## config.mk

```make
export PLATFORM = sky130hd
export DESIGN_NAME = uart_rx
export DESIGN_NICKNAME = d
export VERILOG_FILES = /design/src/rtl/uart_pkg.sv /design/src/rtl/baud_tick.sv /design/src/rtl/uart_rx.sv
export SDC_FILE = /design/constraint.sdc
export NUM_CORES = 1
export LEC_CHECK = 0
export CAP_MARGIN = 20
export CORE_MARGIN = 5
export CORE_UTILIZATION = 56
export DETAILED_ROUTE_END_ITERATION = 7
export MAX_ROUTING_LAYER = met4
export PLACE_DENSITY = 0.8
export SYNTH_ARGS = -nofsm -noshare
export SYNTH_HDL_FRONTEND = slang
export SYNTH_SLANG_ARGS = --single-unit
```

## constraint.sdc

```tcl
create_clock -name clk -period 3 [get_ports clk]
set_clock_uncertainty 0.05 [all_clocks]
set_input_delay 0.3 -clock clk [delete_from_list [all_inputs] [get_ports clk]]
set_output_delay 0.3 -clock clk [all_outputs]
set_load 0.01 [all_outputs]
```

## src/rtl/uart_pkg.sv

```systemverilog
// uart_pkg: shared definitions for the UART receive/transmit blocks.
//   rx_state_e     - receive framing state machine encoding
//   DEF_OVERSAMPLE - default number of oversample ticks per bit
//   PARITY_EVEN/ODD - encodings for the parity-select input
package uart_pkg;

  typedef enum logic [2:0] {
    RX_IDLE,
    RX_START,
    RX_DATA,
    RX_PARITY,
    RX_STOP,
    RX_WAIT_HIGH
  } rx_state_e;

  localparam int DEF_OVERSAMPLE = 16;

  localparam logic PARITY_EVEN = 1'b0;
  localparam logic PARITY_ODD  = 1'b1;

endpackage

```

## src/rtl/baud_tick.sv

```systemverilog
// baud_tick: programmable oversample tick divider, shared by RX and TX.
// Ports:
//   clk    - clock
//   rstn   - synchronous active-low reset
//   i_clr  - hold the counter at 0 (phase alignment to a start edge)
//   i_div  - clocks per tick minus 1
//   o_tick - high for one clock each time the counter reaches i_div
module baud_tick
  import uart_pkg::*;
#(
  parameter int DIV_W = 16
) (
  input  logic             clk,
  input  logic             rstn,
  input  logic             i_clr,
  input  logic [DIV_W-1:0] i_div,
  output logic             o_tick
);

  logic [DIV_W-1:0] cnt_q, cnt_d;

  // Wrap on >= so a divisor lowered below the current count cannot run
  // the counter through its full range before the next tick.
  always_comb begin
    cnt_d = cnt_q + DIV_W'(1);
    if (i_clr || (cnt_q >= i_div)) begin
      cnt_d = '0;
    end
  end

  always_ff @(posedge clk) begin
    if (!rstn) begin
      cnt_q <= '0;
    end else begin
      cnt_q <= cnt_d;
    end
  end

  assign o_tick = (cnt_q == i_div);

endmodule

```

## src/rtl/uart_rx.sv

```systemverilog
// uart_rx: receive-side UART deserializer feeding the RX FIFO write port.
// Synchronizes i_rxd, oversamples it from baud_tick, frames
// start/data/parity/stop and writes good bytes to the FIFO.
// Ports:
//   clk, rstn      - clock, synchronous active-low reset
//   i_div          - clocks per oversample tick minus 1
//   i_parity_en    - parity bit present after the data bits
//   i_parity_odd   - 1 = odd parity, 0 = even parity
//   i_rxd          - asynchronous serial line (idles high)
//   i_wfull        - FIFO full flag
//   o_wen/o_wdata  - one-cycle FIFO write strobe and its byte
//   o_frame_err    - pulse: stop bit sampled low
//   o_parity_err   - pulse: parity mismatch on an otherwise good frame
//   o_break        - pulse: data, parity and stop all sampled low
//   o_drop         - pulse: good byte discarded because the FIFO was full
//   o_busy         - high whenever the receiver is not idle
module uart_rx
  import uart_pkg::*;
#(
  parameter int DATA_BITS  = 8,
  parameter int OVERSAMPLE = DEF_OVERSAMPLE,
  parameter int DIV_W      = 16
) (
  input  logic                 clk,
  input  logic                 rstn,
  input  logic [DIV_W-1:0]     i_div,
  input  logic                 i_parity_en,
  input  logic                 i_parity_odd,
  input  logic                 i_rxd,
  input  logic                 i_wfull,
  output logic                 o_wen,
  output logic [DATA_BITS-1:0] o_wdata,
  output logic                 o_frame_err,
  output logic                 o_parity_err,
  output logic                 o_break,
  output logic                 o_drop,
  output logic                 o_busy
);

  localparam int SW = $clog2(OVERSAMPLE);
  localparam int BW = $clog2(DATA_BITS);
  localparam logic [SW-1:0] S_MID  = SW'(OVERSAMPLE / 2 - 1);
  localparam logic [SW-1:0] S_END  = SW'(OVERSAMPLE - 1);
  localparam logic [BW-1:0] B_LAST = BW'(DATA_BITS - 1);

  // Synchronizer and edge-detect stage; reset high so a reset never
  // looks like a start edge.
  logic sync1_q, sync2_q, rx_prev_q;
  logic rx, fall, tick;

  always_ff @(posedge clk) begin
    if (!rstn) begin
      sync1_q   <= 1'b1;
      sync2_q   <= 1'b1;
      rx_prev_q <= 1'b1;
    end else begin
      sync1_q   <= i_rxd;
      sync2_q   <= sync1_q;
      rx_prev_q <= sync2_q;
    end
  end

  assign rx   = sync2_q;
  assign fall = rx_prev_q & ~rx;

  rx_state_e            state_q, state_d;
  logic [SW-1:0]        s_cnt_q, s_cnt_d;
  logic [BW-1:0]        b_cnt_q, b_cnt_d;
  logic [DATA_BITS-1:0] shreg_q, shreg_d;
  logic                 par_bit_q, par_bit_d;
  logic                 par_en_q, par_en_d;
  logic                 par_odd_q, par_odd_d;
  logic                 par_err;

  logic                 wen_q, wen_d;
  logic [DATA_BITS-1:0] wdata_q, wdata_d;
  logic                 ferr_q, ferr_d;
  logic                 perr_q, perr_d;
  logic                 brk_q, brk_d;
  logic                 drop_q, drop_d;
  logic                 busy_q, busy_d;

  // Divider held at zero while idle so tick phase follows the start edge.
  baud_tick #(
    .DIV_W (DIV_W)
  ) u_tick (
    .clk    (clk),
    .rstn   (rstn),
    .i_clr  (state_q == RX_IDLE),
    .i_div  (i_div),
    .o_tick (tick)
  );

  assign par_err = par_en_q && ((^shreg_q ^ par_bit_q) != par_odd_q);

  // Framing state machine: next state, counters and output pulses.
  always_comb begin
    state_d   = state_q;
    s_cnt_d   = s_cnt_q;
    b_cnt_d   = b_cnt_q;
    shreg_d   = shreg_q;
    par_bit_d = par_bit_q;
    par_en_d  = par_en_q;
    par_odd_d = par_odd_q;
    wen_d     = 1'b0;
    wdata_d   = wdata_q;
    ferr_d    = 1'b0;
    perr_d    = 1'b0;
    brk_d     = 1'b0;
    drop_d    = 1'b0;

    unique case (state_q)
      RX_IDLE: begin
        if (fall) begin
          state_d   = RX_START;
          s_cnt_d   = '0;
          b_cnt_d   = '0;
          par_bit_d = 1'b0;
          par_en_d  = i_parity_en;
          par_odd_d = i_parity_odd;
        end
      end

      RX_START: begin
        if (tick) begin
          if (s_cnt_q == S_MID) begin
            s_cnt_d = '0;
            // Line back high at mid-start: treat as a glitch.
            state_d = rx ? RX_IDLE : RX_DATA;
          end else begin
            s_cnt_d = s_cnt_q + SW'(1);
          end
        end
      end

      RX_DATA: begin
        if (tick) begin
          if (s_cnt_q == S_END) begin
            s_cnt_d = '0;
            shreg_d = {rx, shreg_q[DATA_BITS-1:1]};
            if (b_cnt_q == B_LAST) begin
              state_d = par_en_q ? RX_PARITY : RX_STOP;
            end else begin
              b_cnt_d = b_cnt_q + BW'(1);
            end
          end else begin
            s_cnt_d = s_cnt_q + SW'(1);
          end
        end
      end

      RX_PARITY: begin
        if (tick) begin
          if (s_cnt_q == S_END) begin
            s_cnt_d   = '0;
            par_bit_d = rx;
            state_d   = RX_STOP;
          end else begin
            s_cnt_d = s_cnt_q + SW'(1);
          end
        end
      end

      RX_STOP: begin
        if (tick) begin
          if (s_cnt_q == S_END) begin
            s_cnt_d = '0;
            if (!rx) begin
              // Framing error dominates parity; a break also needs every
              // data/parity bit low.
              ferr_d  = 1'b1;
              brk_d   = (shreg_q == '0) && !(par_en_q && par_bit_q);
              state_d = RX_WAIT_HIGH;
            end else begin
              state_d = RX_IDLE;
              if (par_err) begin
                perr_d = 1'b1;
              end else if (i_wfull) begin
                drop_d = 1'b1;
              end else begin
                wen_d   = 1'b1;
                wdata_d = shreg_q;
              end
            end
          end else begin
            s_cnt_d = s_cnt_q + SW'(1);
          end
        end
      end

      RX_WAIT_HIGH: begin
        if (rx) begin
          state_d = RX_IDLE;
        end
      end

      default: begin
        state_d = RX_IDLE;
      end
    endcase

    busy_d = (state_d != RX_IDLE);
  end

  // State and registered-output stage.
  always_ff @(posedge clk) begin
    if (!rstn) begin
      state_q   <= RX_IDLE;
      s_cnt_q   <= '0;
      b_cnt_q   <= '0;
      shreg_q   <= '0;
      par_bit_q <= 1'b0;
      par_en_q  <= 1'b0;
      par_odd_q <= 1'b0;
      wen_q     <= 1'b0;
      wdata_q   <= '0;
      ferr_q    <= 1'b0;
      perr_q    <= 1'b0;
      brk_q     <= 1'b0;
      drop_q    <= 1'b0;
      busy_q    <= 1'b0;
    end else begin
      state_q   <= state_d;
      s_cnt_q   <= s_cnt_d;
      b_cnt_q   <= b_cnt_d;
      shreg_q   <= shreg_d;
      par_bit_q <= par_bit_d;
      par_en_q  <= par_en_d;
      par_odd_q <= par_odd_d;
      wen_q     <= wen_d;
      wdata_q   <= wdata_d;
      ferr_q    <= ferr_d;
      perr_q    <= perr_d;
      brk_q     <= brk_d;
      drop_q    <= drop_d;
      busy_q    <= busy_d;
    end
  end

  assign o_wen        = wen_q;
  assign o_wdata      = wdata_q;
  assign o_frame_err  = ferr_q;
  assign o_parity_err = perr_q;
  assign o_break      = brk_q;
  assign o_drop       = drop_q;
  assign o_busy       = busy_q;

endmodule

```

==> flow_summary.yaml <==
run_status:
  status: "complete, no violations"
critical_path:
  cpMaxStageDelayCell: "or4_1"
  rr_worst_depth: 6
  critical_path_arrival_ps: 2900
  critical_path.max_stage_delay_ps: 650
  cpMostUsedCell: "or4_1"
  crit_start: "i_div[3]"
  critPathMaxFanout: 8
  reg2reg_from: "u_tick.cnt_q[3]"
  reg2reg_slack_ps: 310
  crit_required_ps: 3150
  critical_path_class: "in -> reg"
  reg2reg_to: "o_wdata[5]"
  end_kind: "flip-flop"
  crit_path_start_kind: "input pin"
  path_cells: "clkdlybuf4s50_1 > inv_1 > ha_1 > nand4_1 > or4_1 > or4_1 > o31ai_1 > a21oi_1"
synth:
  synth_nets: 407
  synthCells: 361
  yosysWarnings: 0
  synth_ff_type: "dfxtp_1"
  synth_area_sq_um: 2970
  synth_cell_type_count: 51
  ys_async_sr_fraction_pct: 0
  seq_area_frac_synth_pct: 36.4
  synth_seq_cells: 54
  syn_avg_cell_area_sq_um: 8.24
  synth_edf_count: 0
clocking:
  ctsHtreeMaxLevel: 2
  cts_tree: "done"
  clockBufferDepth: 2
  ctsHoldBuffers: 0
  cts.repair.resized: 0
  clk_latency_ps: 310
  cts_made_buffers: 5
  cts.sinks: 54
  cts-root-buf: "clkbuf_8"
  post_cts_buffers: 0
  clk_pin_slew_ps: 100
power_and_ir_drop:
  p_leak_nw: 1.44
  swShare_pct: 23.2
  p_int_uw: 961
  comb_power_share_pct: 7.6
  ir_drop_mv: 0.244
  p_clk_share_pct: 34.3
  power_density_nw_per_um2: 349
  power.net_switching_uw: 291
  power_frac_seq_pct: 58.1
floorplan:
  dieArea_sq_um: 6870
  row_count: 26
  core-area_sq_um: 5140
  start_util_pct: 57.8
  die_y_microns: 82.9
  pin_count: 36
  die_width_microns: 82.9
route:
  vias: 2694
  initialDrtViolationCount: 172
  route.detailed.wl_per_inst_microns: 14.0
  drt_pass1_iterations: 5
  viasPerCell: 5.64
  ant_nets: 0
  route.detailed.drc: 0
  wl_mm: 6.71
flow_run:
  maxCapViolCount: 0
timing:
  worst_slew_margin_rel_pct: 51.5
  max_freq_ghz: 0.364
  period_minus_slack_ps: 2750
  rsz0062_at_grt: "false"
  hold_viol_final: 0
  tightest_slew_ps: 708
  finalSetupViolations: 0
  fin_crit_sh_pct: 91.6
  slew_violations: 0
  hold_slack_ps: 377
global_route:
  grt_pass1_wl_mm: 11.6
  antenna_found_initial: 0
  grt_pass1_vias: 2535
  grt-ovfl-total: 0
  grt_max_degree: 26
  grt.total_usage_pct: 20.5
final_layout:
  final_cell_mix: "54 x dfxtp_1, 51 x nand2_1, 35 x clkdlybuf4s50_1"
  area_growth_pct: 20.7
  final_area_sq_um: 3590
  drive_gt1_share_pct: 7.84
  final_common_cell: "dfxtp_1"
  diodes: 0
  fin_cells: 478
  finalNetCount: 453
place:
  gp_congestion: 0.795
  dp_hpwl_mm: 5.11
  portBuffers: 35
  dpl_cell_area_sq_um: 3490
  place_inst: 470
min_path:
  hold-path-endpoint: "rx"
  holdPathStages: 1
  min_path_type: "reg -> reg"
  min-delay-start: "sync1_q"
==> sequential cells by signal, indices dropped and copies added (netlist names), 3 cells and up <==
name and cells:
u_tick.cnt_q 16, o_wdata 8, shreg_q 8, s_cnt_q 4, b_cnt_q 3, state_q 3
==> layer usage <==
layer | track usage [%] | wire length [microns]
met1 | 26.1 | 3210
met2 | 32.5 | 3110
met3 | 4.26 | 280
met4 | 6.54 | 105
met5 | - | 0
==> area by class of cell <==
type | count | area (sq um)
repair buffers | 53 | 485
clock buffers | 6 | 82.6
fillers | 456 | 1550
clock inverters | 2 | 17.5
inverters | 29 | 109
well taps | 70 | 87.6
flip-flops and latches | 54 | 1080
multi-input cells | 264 | 1730
==> Yosys cell counts, types with 4 or more instances <==
cell type   n  area, sq um
nor3b_1     4         30.0
inv_1      27          101
clkbuf_1   11         41.3
o31ai_1     9         67.6
xor2_1     10         87.6
nand4_1    17          106
nor4_1      5         31.3
dfxtp_1    54         1080
nand2_1    51          191
nor2_1     25         93.8
nand3_1    10         50.1
a21oi_1    27          135
nand2b_1    5         31.3
o21ai_0     7         35.0
ha_1       24          300
nor3_1     10         50.1
a21o_1      4         30.0
o211ai_1    4         30.0
xnor2_1    10         87.6
==> per-stage QoR <==
| step | setup TNS (ps) | utilization [%] | power (mW) | setup WS [ps] |
|---|---|---|---|---|
| finish | 0 | 69.8 | 1.25 | 252 |
| floorplan | 0 | - | 0.790 | 551 |
| global route | 0 | 69.8 | 1.31 | 135 |
| CTS | 0 | 69.8 | 1.26 | 265 |
| global placement | 0 | 67.9 | 0.836 | 2.61 |
| detailed placement | -308 | 67.9 | 0.838 | -67.5 |
==> kinds of logic (layout without fill, tap and decap cells) <==
kind of cell / after synthesis / in the layout / synth area share, %
buf+inv: 43 / 90 / 5.72
fa+ha+maj: 24 / 24 / 10.1
flops: 54 / 54 / 36.4
simple gates: 145 / 145 / 24.3
mux: 5 / 5 / 1.77
compound gates: 70 / 70 / 15.9
xor+xnor: 20 / 20 / 5.89
==> worst max path at each step <==
stage / slack (ps) / cells after the start / to
after floorplan: 550 / 8 / o_wdata[7]
after detailed placement: -70 / 8 / o_wdata[5]
after global routing: 140 / 8 / o_wdata[2]
after global placement: 3 / 8 / o_wdata[3]
final: 250 / 8 / o_wdata[5]
after CTS: 270 / 8 / o_wdata[5]
==> power by group through the flow <==
stage	combinational, mW	sequential (mW)	clock, mW
4_1_cts	0.0951	0.727	0.440
3_5_place_dp	0.0942	0.743	0
3_3_place_gp	0.0923	0.743	0
5_1_grt	0.105	0.728	0.473
2_1_floorplan	0.0495	0.740	0
6_report	0.0955	0.727	0.429
==> worst max-delay path, delay by kind of cell <==
kind                       cells  cell delay, ps
adders and majority gates      1             300
buffers and inverters          2             490
and+or+nand+nor                3            1420
AOI/OAI and AO/OA              2             380
(Power assumes the default switching activity.)
==> RTL change 1, RTL diff (same flow settings) <==
Re-encode `rx_state_e` (6 states) as one-hot, 6 bits wide.
--- a/src/rtl/uart_pkg.sv
+++ b/src/rtl/uart_pkg.sv
@@ -4,13 +4,13 @@
 //   PARITY_EVEN/ODD - encodings for the parity-select input
 package uart_pkg;
 
-  typedef enum logic [2:0] {
-    RX_IDLE,
-    RX_START,
-    RX_DATA,
-    RX_PARITY,
-    RX_STOP,
-    RX_WAIT_HIGH
+  typedef enum logic [5:0] {
+    RX_IDLE      = 6'b000001,
+    RX_START     = 6'b000010,
+    RX_DATA      = 6'b000100,
+    RX_PARITY    = 6'b001000,
+    RX_STOP      = 6'b010000,
+    RX_WAIT_HIGH = 6'b100000
   } rx_state_e;
 
   localparam int DEF_OVERSAMPLE = 16;
Check against the original RTL: no difference found for any inputs over 10 cycles, from zero or initial values and one cycle with rstn low; not proved beyond that.
==> RTL change 1 against the original RTL <==
- wire length grew 7.6%
- utilization shrank 1.0 points
- sequential cell count grew 3
- cell area grew 6.2%
- non-clock buffer count shrank 12
- synthesized area grew 7.5%
- register-to-register slack gained 0.42 ns
- clock power grew 65%
- setup slack gained 0.39 ns
- power grew 26%
- maximum frequency grew 17%
- first-iteration DRC count grew 22%
- synthesized cell count shrank 0.83%
- critical path type unchanged
- critical endpoint is now o_break
- largest cell class unchanged
==> RTL change 1: results (changes against the original RTL) <==
[timing]
holdWs_ns = 0.3569  ; -0.02018 ns
finalCriticalPeriod_ns = 2.354  ; -0.3940 ns
tightest_slew_ns = 0.4858  ; -0.2220 ns

[layout]
finish.net_count = 445  ; -1.8%
drive_gt1_share_pct = 8.706  ; +0.86 points
finish.utilization_pct = 68.79  ; -1.0 points
fillers = 436  ; -4.4%

[clock_tree]
numCtsBuffers = 9  ; +4
cts_htree_levels = 3  ; +1

[worst_setup_path]
r2r_start = u_tick.cnt_q[14]
worstPathMaxFanout = 6  ; -2
regToRegSetupSlack_ns = 0.73  ; +0.42 ns
crit_slowest_cell = or4_4
critPathCapture = o_break
startpoint = i_div[15]

[pwr]
leakage_nw = 1.576  ; +9.6%
peakVddDrop_mv = 0.3161  ; +30%

[yosys]
syn-num-nets = 405  ; -0.49%
synth_area_leaders = dfxtp_1, ha_1, inv_1
yosysUniqueCellTypes = 58  ; +14%
synthCells = 358  ; -0.83%
synth_common_cells = dfxtp_1, inv_1, nor2_1
ys_seq_area_share_pct = 35.71  ; -0.65 points

[routing]
drt-initial-drc-count = 210  ; +22%
routedWlPerCell_um = 15.23  ; +8.5%
vias = 2724  ; +1.1%
wl_met3_um = 278  ; -0.71%

[global_routing]
grtUsageMet2_pct = 34.89  ; +2.4 points
use_met1_pct = 25.32  ; -0.74 points
grt_pass1_wl_mm = 12.16  ; +5.3%
globalRouteMet3Util_pct = 4.707  ; +0.45 points

[run_status]
status = completed

[placement]
place.gp.congestion = 0.8692  ; +9.3%
dpl_cell_area_sq_um = 3608  ; +3.4%

[RTL change 1: cell count changes after synthesis, sizes merged, moves of 5 or more]
| cell | change |
|---|---|
| o21ai | +8 |
| mux2i | +8 |
| nand3 | +6 |
| a21oi | -7 |
| inv | +5 |
| nand2 | -33 |
| nor3 | +14 |
| o31ai | -9 |
| clkbuf | -6 |
[RTL change 1: final cells by class]
type / instances / area share (%)
Tap cell: 72 / 2.364
Multi-Input combinational cell: 256 / 48.95
Clock buffer: 12 / 4.071
Timing Repair Buffer: 41 / 10.37
Clock inverter: 3 / 1.051
Sequential cell: 57 / 29.94
Inverter: 33 / 3.250
[RTL change 1: cells by family after synthesis]
logic type,count (synthesis)
adders and majority gates,25
muxes,12
xor gates and xnor gates,20
buffers and inverters,45
DFF,57
AOI/OAI and AO/OA,65
and+or+nand+nor,134
[RTL change 1: report_power, final]
group | switching [mW] | internal [mW] | leakage (nW)
combinational | 0.0489 | 0.0498 | 1.01
clock | 0.286 | 0.421 | 0.102
sequential | 0.00565 | 0.762 | 0.460
==> RTL change 2, RTL diff (same settings) <==
Without the edit above. Change the package constant `DEF_OVERSAMPLE` from 16 to 32.
--- a/src/rtl/uart_pkg.sv
+++ b/src/rtl/uart_pkg.sv
@@ -13,7 +13,7 @@
     RX_WAIT_HIGH
   } rx_state_e;
 
-  localparam int DEF_OVERSAMPLE = 16;
+  localparam int DEF_OVERSAMPLE = 32;
 
   localparam logic PARITY_EVEN = 1'b0;
   localparam logic PARITY_ODD  = 1'b1;
Behaviour: same outputs for any inputs over 10 cycles, from zero or initial values and one cycle with rstn low; that may be too few to reach the edited logic, so the function may still have changed.
==> RTL change 2 against the original RTL <==
- cell area fell by 2.8%
- setup slack improved by 0.33 ns
- wire length fell by 15%
- synthesized area fell by 0.93%
- sequential share of layout area rose by 1.4 points
- clock power rose by 4%
- maximum frequency rose by 14%
- power rose by 1.9%
- register-to-register slack improved by 0.33 ns
- sequential cell count rose by 1
- critical path type unchanged
- highest routed layer unchanged
==> RTL change 2: results (changes against the original RTL) <==
[global_routing]
grt_usage_pct = 19.43  ; -1.0 points
grt_max_degree = 29  ; +12%
first_global_vias = 2318  ; -8.6%
grt_pass1_wl_mm = 10.11  ; -12%

[yosys]
syn-num-nets = 386  ; -5.2%
synth_area_leaders = dfxtp_1, ha_1, nor2_1
yosys_warnings = 0  ; unchanged
synth_compound_area_share_pct = 11.13  ; -4.7 points
synth_common_cells = nor2_1, dfxtp_1, inv_1
muxShareOfSynthArea_pct = 4.418  ; +2.7 points
yosys.area_share.adder_pct = 11.89  ; +1.8 points
synthArstFlopShare_pct = 0  ; unchanged
yosysUniqueCellTypes = 50  ; -2.0%
synthXorXnorAreaFrac_pct = 5.820  ; -0.072 points
ys_seq_area_share_pct = 37.38  ; +1.0 points

[layout]
fillers = 405  ; -11%
regMostFlops = u_tick.cnt_q
diodes = 0  ; unchanged
drive_gt1_share_pct = 6.649  ; -1.2 points
finish.net_count = 425  ; -6.2%

[pwr]
swShare_pct = 21.99  ; -1.2 points
leakage_nw = 1.410  ; -2.0%
peakVddDrop_mv = 0.2606  ; +6.8%

[placement]
port_buffers = 35  ; unchanged
place.gp.congestion = 0.8785  ; +10%
dp_hpwl_mm = 4.288  ; -16%

[worst_setup_path]
worstPathMaxFanout = 8  ; unchanged
r2r_start = u_tick.cnt_q[0]
worstSetupPathType = primary input to flip-flop
regToRegSetupSlack_ns = 0.64  ; +0.33 ns
r2r_end = b_cnt_q[0]
path_delay_family = simple AND/OR/NAND/NOR gates
arrival_ns = 2.56  ; -0.34 ns
max_stage_delay_ns = 0.45  ; -0.20 ns
r2r_cells = 9  ; +3
crit_slowest_cell = clkdlybuf4s50_1

[hold_path]
hold_end = rx
whs_path_depth = 1  ; unchanged
hp-start = sync1_q
min_path_type = flip-flop to flip-flop

[clock_tree]
clk_pin_slew_ns = 0.09
cts_resized = 0  ; unchanged
clk_latency_ns = 0.30
post_cts_buffers = 0  ; unchanged
clk_path_buf_depth = 2  ; unchanged
numCtsBuffers = 5  ; unchanged

[timing]
tightest_slew_ns = 0.5843  ; -0.1235 ns

[routing]
via_per_inst = 5.274  ; -6.4%
first_pass_iters = 4  ; -1
drt-initial-drc-count = 108  ; -37%
routedWlPerCell_um = 12.77  ; -9.0%

[run_status]
status = completed

==> RTL change 2: cell types whose count changed after synthesis, moves of 5 or more <==
cell | before | now
nor3_1 | 10 | 2
nand4_1 | 17 | 7
mux2i_1 | 3 | 13
nor4_1 | 5 | 0
nand2_1 | 51 | 11
o31ai_1 | 9 | 1
nor2_1 | 25 | 59
a21oi_1 | 27 | 22
==> RTL change 2: worst max-delay path by stage <==
stage	endpoint	slack [ns]	depth (start not counted)
after floorplan	o_wdata[0]	0.73	9
final	b_cnt_q[0]	0.58	10
after global routing	o_wdata[3]	0.45	9
after detailed placement	b_cnt_q[0]	0.25	10
after global placement	o_busy	0.30	10
after CTS	b_cnt_q[0]	0.58	10
==> RTL change 2: power by group through the flow <==
stage	Combinational, mW	Clock, mW	Sequential, mW
3_3_place_gp	0.0870	0	0.758
3_5_place_dp	0.0889	0	0.758
6_report	0.0888	0.445	0.741
5_1_grt	0.0993	0.487	0.742
2_1_floorplan	0.0469	0	0.756
4_1_cts	0.0894	0.459	0.741
==> RTL change 2: routing by layer <==
layer / up-vias / wire length, um / global-route usage [%]
met3: 9 / 262 / 4.772
met2: 50 / 2661 / 30.85
li1: 1232 / - / -
met4: 0 / 82 / 5.556
met1: 1061 / 2689 / 24.63
met5: - / 0 / -
==> RTL change 2: cell type report <==
| type | instances | area [sq um] | share of cell area (%) |
|---|---|---|---|
| Tap cell | 70 | 87.58 | 2.510 |
| Inverter | 31 | 116.4 | 3.335 |
| Multi-Input combinational cell | 240 | 1682 | 48.19 |
| Timing Repair Buffer | 42 | 402.9 | 11.55 |
| Sequential cell | 55 | 1101 | 31.55 |
| Clock buffer | 8 | 100.1 | 2.868 |
==> RTL change 2: logic make-up (layout without fill, tap and decap cells) <==
group           Yosys count  in the layout
buf+inv                  41             81
xor+xnor                 18             18
simple gates            128            128
mux                      13             13
fa+ha+maj                28             28
flops                    55             55
compound gates           53             53
==> RTL change 2: metrics by stage <==
stage / area [sq um] / std cells / setup slack [ns] / hold WS (ns) / total power [mW]
final: 3490 / 446 / 0.5835 / 0.3692 / 1.275
after global routing: 3490 / 446 / 0.4454 / 0.3983 / 1.329
after CTS: 3490 / 446 / 0.5807 / 0.3741 / 1.290
after detailed placement: 3390 / 438 / 0.2502 / 0.3588 / 0.8471
after global placement: 3390 / 438 / 0.2951 / 0.3380 / 0.8452
after floorplan: 2945 / 336 / 0.7288 / 0.3230 / 0.8026
